`config.mk`:
```
export PLATFORM = sky130hd
export DESIGN_NAME = instr_fetch_queue
export DESIGN_NICKNAME = d
export VERILOG_FILES = /design/src/rtl/riscv_pkg.sv /design/src/rtl/instr_fetch_queue.sv
export SDC_FILE = /design/constraint.sdc
export NUM_CORES = 1
export LEC_CHECK = 0
export CAP_MARGIN = 20
export CORE_MARGIN = 1.5
export CORE_UTILIZATION = 38
export DETAILED_ROUTE_END_ITERATION = 16
export HOLD_SLACK_MARGIN = 0.06
export SYNTH_ARGS = -nofsm -noshare
export SYNTH_HDL_FRONTEND = slang
export SYNTH_SLANG_ARGS = --single-unit
export TNS_END_PERCENT = 100
```
`constraint.sdc`:
```
create_clock -name clk -period 6.6 [get_ports clk]
set_clock_uncertainty 0.2 [all_clocks]
set_input_delay 1.65 -clock clk [delete_from_list [all_inputs] [get_ports clk]]
set_output_delay 1.65 -clock clk [all_outputs]
set_load 0.02 [all_outputs]
```
`src/rtl/riscv_pkg.sv`:
```
// Shared constants for the fetch front end: datapath width, the canonical NOP,
// and the default prefetch queue depth.
package riscv_pkg;

    localparam int unsigned XLEN        = 32;
    localparam int unsigned QUEUE_DEPTH = 4;

    // addi x0, x0, 0
    localparam logic [31:0] NOP_INSTR = 32'h0000_0013;

endpackage : riscv_pkg

```
`src/rtl/instr_fetch_queue.sv`:
```
// Prefetch FIFO between fetch and decode. It holds {pc, instr} pairs in order,
// lets fetch run ahead while decode stalls, and drops everything on a redirect.
// Head entry is read combinationally; an empty queue presents pc=0 and a NOP.
module instr_fetch_queue
    import riscv_pkg::*;
#(
    parameter int unsigned XLEN  = riscv_pkg::XLEN,
    parameter int unsigned DEPTH = riscv_pkg::QUEUE_DEPTH,
    localparam int unsigned PTR_W = $clog2(DEPTH)
) (
    input  logic             clk,
    input  logic             rst,
    input  logic             flush,
    input  logic             in_valid,
    output logic             in_ready,
    input  logic [XLEN-1:0]  in_pc,
    input  logic [XLEN-1:0]  in_instr,
    output logic             out_valid,
    input  logic             out_ready,
    output logic [XLEN-1:0]  out_pc,
    output logic [XLEN-1:0]  out_instr,
    output logic [PTR_W:0]   count
);

    localparam logic [PTR_W:0] FULL_COUNT = (PTR_W + 1)'(DEPTH);

    // Storage is intentionally not reset; out_* are masked while empty.
    logic [XLEN-1:0] pc_mem    [DEPTH];
    logic [XLEN-1:0] instr_mem [DEPTH];

    logic [PTR_W-1:0] rd_ptr_q, rd_ptr_d;
    logic [PTR_W-1:0] wr_ptr_q, wr_ptr_d;
    logic [PTR_W:0]   count_q,  count_d;

    logic push;
    logic pop;

    // Handshake decode; pointers depend only on these, never on data.
    always_comb begin
        in_ready  = (count_q != FULL_COUNT);
        out_valid = (count_q != '0);
        push      = in_valid & in_ready;
        pop       = out_valid & out_ready;
    end

    // Next-state for pointers and occupancy; flush overrides any handshake.
    always_comb begin
        rd_ptr_d = rd_ptr_q;
        wr_ptr_d = wr_ptr_q;
        count_d  = count_q;
        if (flush) begin
            rd_ptr_d = '0;
            wr_ptr_d = '0;
            count_d  = '0;
        end else begin
            // DEPTH is a power of two, so pointer overflow wraps modulo DEPTH.
            if (push) begin
                wr_ptr_d = wr_ptr_q + 1'b1;
            end
            if (pop) begin
                rd_ptr_d = rd_ptr_q + 1'b1;
            end
            unique case ({push, pop})
                2'b10:   count_d = count_q + 1'b1;
                2'b01:   count_d = count_q - 1'b1;
                default: count_d = count_q;
            endcase
        end
    end

    // Pointer and occupancy registers with asynchronous clear.
    always_ff @(posedge clk or posedge rst) begin
        if (rst) begin
            rd_ptr_q <= '0;
            wr_ptr_q <= '0;
            count_q  <= '0;
        end else begin
            rd_ptr_q <= rd_ptr_d;
            wr_ptr_q <= wr_ptr_d;
            count_q  <= count_d;
        end
    end

    // Capture accepted pairs; a flushed push is discarded along with the queue.
    always_ff @(posedge clk) begin
        if (push && !flush) begin
            pc_mem[wr_ptr_q]    <= in_pc;
            instr_mem[wr_ptr_q] <= in_instr;
        end
    end

    // Head presentation, masked to pc=0 / NOP while empty.
    always_comb begin
        if (out_valid) begin
            out_pc    = pc_mem[rd_ptr_q];
            out_instr = instr_mem[rd_ptr_q];
        end else begin
            out_pc    = '0;
            out_instr = XLEN'(NOP_INSTR);
        end
    end

    assign count = count_q;

endmodule : instr_fetch_queue

```
==> results of run 1 <==
==> area by class of cell <==
cell class	instances	area [sq um]	area share
Clock buffer	35	748.2	0.05839
Timing Repair Buffer	142	1461	0.1141
Tap cell	335	419.2	0.03271
Inverter	8	30.03	0.002344
Multi-Input combinational cell	176	2191	0.1710
Sequential cell	263	7870	0.6142
Clock inverter	14	93.84	0.007324
==> Yosys cell counts (all sizes together) (2+ instances only) <==
master  instances
nor2            6
buf            18
ha              4
edfxtp        256
dfrtp           7
clkbuf          8
nand2b          2
and2           65
nor3            2
o21ai           3
inv             8
a21oi           3
nand3           4
mux4           64
or3b            2
xor2            2
or2             4
==> through the flow <==
stage | power [mW] | hold WS (ns)
floorplan | 2.744 | 0.3573
CTS | 4.725 | 0.4214
global route | 4.857 | 0.4443
finish | 4.652 | 0.4173
global placement | 3.262 | 0.3657
detailed placement | 3.287 | 0.4129
==> logic make-up (layout without fill, tap and decap cells) <==
group | Yosys count | in the layout | share of synthesized area
AOI/OAI and AO/OA | 16 | 16 | 0.01077
xor gates and xnor gates | 3 | 3 | 0.002569
adders and majority gates | 5 | 5 | 0.006850
buffers and inverters | 34 | 199 | 0.01810
DFF | 263 | 263 | 0.7687
muxes | 64 | 64 | 0.1409
and+or+nand+nor | 88 | 88 | 0.05211
==> worst register-to-register path: cells and delay by family, from the launching register on <==
kind             cells  cell delay (ns)
flip-flops           1             0.60
AND/OR/NAND/NOR      3             1.47
==> cell usage in the layout, fill, tap and decap left out, drive strengths merged, types with 2 or more instances in the layout <==
cell type,n
edfxtp,256
clkdlybuf4s50,137
and2,65
mux4,64
clkbuf,35
clkinv,11
inv,9
dfrtp,7
nor2,6
buf,5
nand3,4
ha,4
or2,4
o21ai,3
a21oi,3
or3b,2
xor2,2
nand2b,2
nor3,2
==> final timing paths <==
check	from	to	slack, ns
worst max-delay path	rd_ptr_q[0]	out_pc[15]	1.48
worst min-delay path	wr_ptr_q[0]	wr_ptr_q[0]	0.42
worst max register to register	count[0]	instr_mem[2][29]	3.92
worst min register to register	wr_ptr_q[0]	wr_ptr_q[0]	0.42
max in group asynchronous	rst	rd_ptr_q[1]	4.74
min in group asynchronous	rst	count[2]	1.18
==> per-layer routing <==
layer	GRT usage	up-vias
li1	-	2199
met1	0.1811	2598
met2	0.2490	141
met3	0.03089	39
met4	0.03834	0
met5	0	-
==> power groups by stage <==
stage               Combinational, mW  Sequential [mW]  Clock (mW)
finish                           1.21             2.02        1.42
global route                     1.29             2.04        1.53
CTS                              1.23             2.02        1.47
detailed placement               1.23             2.06           0
global placement                 1.21             2.05           0
floorplan                       0.773             1.97           0
==> state kept, by name, indices dropped and copies added (netlist names) <==
register and flops:
pc_mem 128, wr_ptr_q 2, rd_ptr_q 2, instr_mem 128
count 3
==> out/metrics.yaml, run 1 <==
sta:
  setup_viol: 0
  rsz0062_at_grt: "false"
  fin_crit_ns: 5.115
  max_freq_mhz: 195.5
  fin_crit_sh: 0.7751
  worst_slack_ns: 1.485
  tns_ns: 0
  relSlewSlack: 0.2908
  slew_violations: 0
  hold_violations: 0
  worstMarginPinSlew_ns: 1.064
routing:
  dr.pass1.iters: 4
  met2_wirelength_um: 10020
  drc: 0
  routed_wirelength_um: 19820
  detail_route.wl_per_cell_um: 20.37
  ant_nets: 0
  dr.max_layer_used: "met4"
  wl_met3_um: 1049
  wl_met1_um: 8274
  vias: 4977
  drtIter0Drc: 217
  viasPerCell: 5.115
logic_synthesis:
  synth.net_count: 547
  ys_seq_area_frac: 0.7687
  syn_area_sq_um: 10230
  synthArstFlopShare: 0.02662
  avgSynthCellArea_sq_um: 21.62
  synth_area_leader_cell: "edfxtp_1"
  yosysWarningCount: 0
  synth_seq_cells: 263
  synthTopCellsByArea: "edfxtp_1, mux4_2, and2_1"
  synth.distinct_cells: 36
  synth_edf_count: 256
  synth_top_area_share: 0.7516
  synthCells: 473
  synthFlopType: "edfxtp_1"
layout:
  drive_above_1_share: 0.1818
  postLayoutCoreUtil: 0.4889
  n_fill_cell: 2164
  insertedDiodeCount: 0
  nets: 693
  final_area_sq_um: 12810
  syn_to_final_growth_pct: 25.27
  fin_cells: 973
clocking:
  clk_path_buf_depth: 3
  cts_buffers: 28
  cts_hold_buffers: 0
  clkSlewWorstSetupHoldPaths_ns: 0.06
  cts_root_buffer: "clkbuf_16"
  cts_tree: "done"
  clk_latency_ns: 0.53
  postCtsSetupBuffers: 0
  cts_repair_resize_count: 0
  cts_max_level: 1
  cts.sinks: 263
global_route:
  grt.overflow.total: 0
  grt_pass1_wl_um: 30650
  grt_pass1_vias: 5389
  grt_usage: 0.1429
  grt_max_degree: 66
  antenna_found_initial: 0
hold_path:
  hold_path_depth: 2
  worstHoldPathType: "reg2reg"
floorplan:
  io_pins: 138
  die_h_um: 167.1
  fp-row-count: 59
  start_util: 0.3903
  core_sq_um: 26210
  die_w_um: 167.1
  die_area_sq_um: 27910
worst_setup_path:
  slowest_delay_ns: 1.02
  path_depth: 4
  reg2regPathDepth: 3
  required_ns: 4.75
  crit_slowest_cell: "dfrtp_4"
  worstPathCellList: "buf_4 -> mux4_2 -> and2_1 -> clkdlybuf4s50_1"
  crit_type: "reg2out"
  path_buf_inv: 2
  start_kind: "flop"
  arrival_ns: 3.27
  path_delay_family: "flip-flops"
  end_kind: "output port"
  critPathMaxFanout: 41
power_and_ir_drop:
  intPower_mw: 3.384
  power.share.switching: 0.2727
  p_leak_nw: 4.037
  powerDensity_nw_per_um2: 363.1
  p_switching_mw: 1.268
  clockPowerShare: 0.306
  pwr-share-seq: 0.434
  vdd_drop_max_uv: 195.1
  combPwrFrac: 0.260
placed_design:
  pre_cts_ws_ns: 1.949
  placed_cells: 922
  placed_cell_area_sq_um: 11920
  place_congestion: 0.7006
  dpl.hpwl_um: 10700
  portBuffers: 137
run:
  cap_viol_max_count: 0
status:
  status: "complete, no violations"
(Power assumes the default switching activity.)
==> run 2, diff against run 1 <==
==> constraint.sdc (replaced) <==
create_clock -name clk -period 4.22 [get_ports clk]
set_clock_uncertainty 0.2 [all_clocks]
set_input_delay 1.055 -clock clk [delete_from_list [all_inputs] [get_ports clk]]
set_output_delay 1.055 -clock clk [all_outputs]
set_load 0.02 [all_outputs]
==> out/metrics.yaml, run 2 (synthesis results as in run 1) <==
worst_setup_path:
  path_buf_inv: 4
  arrival_ns: 2.75
  slowest_delay_ns: 0.62
  crit_top_cell: "buf_4"
  required_ns: 2.96
  end_kind: "output port"
  start_kind: "flop"
  critPathMaxFanout: 38
  worstPathCellList: "nor3_1 -> buf_4 -> inv_2 -> buf_4 -> and2_1 -> clkdlybuf4s50_1"
  crit_slowest_cell: "clkdlybuf4s50_1"
  path_delay_family: "buffers and inverters"
  crit_type: "reg2out"
power_and_ir_drop:
  intPower_mw: 5.384
  p_leak_nw: 4.119
  p_switching_mw: 2.015
  combPwrFrac: 0.275
  power.share.switching: 0.2724
  pwr-share-seq: 0.412
  vdd_drop_max_uv: 281.1
  clockPowerShare: 0.313
  power_mw: 7.399
  powerDensity_nw_per_um2: 570.0
clocking:
  cts.sinks: 263
  cts_root_buffer: "clkbuf_16"
  cts_tree: "done"
  cts_buffers: 28
  clkSlewWorstSetupHoldPaths_ns: 0.06
  clk_latency_ns: 0.52
  postCtsSetupBuffers: 0
  cts_repair_resize_count: 0
  cts_max_level: 1
  cts_hold_buffers: 0
  clk_path_buf_depth: 3
floorplan:
  start_util: 0.3903
  core_sq_um: 26210
  io_pins: 138
  die_w_um: 167.1
  die_h_um: 167.1
  fp-row-count: 59
  die_area_sq_um: 27910
placed_design:
  portBuffers: 137
  dpl.hpwl_um: 11760
  pre_cts_ws_ns: 0.6239
  place_congestion: 0.6729
  placed_cell_area_sq_um: 12090
routing:
  dr.pass1.iters: 4
  viasPerCell: 5.030
  detail_route.wl_per_cell_um: 20.34
  drc: 0
  drtIter0Drc: 324
  vias: 4960
  ant_nets: 0
  routed_wirelength_um: 20060
layout:
  n_fill_cell: 2133
  mostFrequentLayoutCells: "edfxtp_1, clkdlybuf4s50_1, mux4_2, and2_1, clkbuf_16"
  nets: 703
  syn_to_final_growth_pct: 26.90
  final_common_cell: "edfxtp_1"
  final_area_sq_um: 12980
  drive_above_1_share: 0.1982
  insertedDiodeCount: 0
sta:
  relSlewSlack: 0.6785
  setup_viol: 0
  hold_violations: 0
  worst_slack_ns: 0.2176
  rsz0062_at_grt: "false"
  worstMarginPinSlew_ns: 0.4807
  fin_crit_ns: 4.002
  fin_crit_sh: 0.9484
  max_freq_mhz: 249.9
  slew_violations: 0
  tns_ns: 0
global_route:
  antenna_found_initial: 2
  grt_usage: 0.1445
  grt_pass1_vias: 5444
  grt.overflow.total: 0
  grt_pass1_wl_um: 30780
  grt_max_degree: 44
status:
  status: "complete, no violations"
hold_path:
  worstHoldPathType: "reg2reg"
run:
  cap_viol_max_count: 0
==> run 2: cell types whose count changed in the layout (fill, tap and decap cells not counted), sizes merged <==
cell    previous run  this run
clkinv            11        14
buf                5        15
inv                9         8
bufinv             1         2
==> run 2: worst paths after layout <==
path	startpoint	endpoint	slack, ns	depth (start not counted)
max	count[0]	out_pc[14]	0.22	6
max reg2reg	count[0]	instr_mem[3][26]	1.90	4
min reg2reg	wr_ptr_q[1]	wr_ptr_q[1]	0.40	2
min in group asynchronous	rst	rd_ptr_q[1]	0.59	2
max in group asynchronous	rst	rd_ptr_q[0]	2.97	2
min	wr_ptr_q[1]	wr_ptr_q[1]	0.40	2
==> run 2: worst reg2reg max path, stage by stage, from the launching register on <==
cell and delay, ns:
dfrtp_1 0.61, nor3b_1 0.16, nor3_1 0.37, and2_4 0.24, buf_4 0.38
==> run 2: area by class of cell <==
type | count | area [sq um] | area share
clock buffers | 35 | 748.2 | 0.05764
well taps | 335 | 419.2 | 0.03229
multi-input cells | 176 | 2191 | 0.1688
clock inverters | 17 | 137.6 | 0.01060
repair buffers | 152 | 1584 | 0.1220
inverters | 8 | 30.03 | 0.002313
flip-flops and latches | 263 | 7870 | 0.6063
==> run 2: power groups by stage <==
stage | Combinational (mW) | Sequential (mW) | Clock, mW
CTS | 2.08 | 3.05 | 2.38
detailed placement | 2.07 | 3.10 | 0
finish | 2.04 | 3.05 | 2.32
floorplan | 1.21 | 3.08 | 0
global route | 2.18 | 3.06 | 2.47
global placement | 2.06 | 3.09 | 0
==> run 2: per-layer routing <==
layer  wire [um]  vias to the layer above  global-route usage
met5          17                        -                   0
met2        9856                      139              0.2496
li1            -                     2230                   -
met3        1209                       27             0.03137
met4         284                        2             0.03162
met1        8692                     2562              0.1879
==> run 2: through the flow <==
| stage | hold slack (ns) | util | std cells |
|---|---|---|---|
| floorplan | 0.3573 | - | 473 |
| global placement | 0.3725 | 0.4615 | 934 |
| detailed placement | 0.3897 | 0.4615 | 934 |
| CTS | 0.3980 | 0.4953 | 986 |
| global route | 0.4326 | 0.4953 | 986 |
| finish | 0.4022 | 0.4953 | 986 |
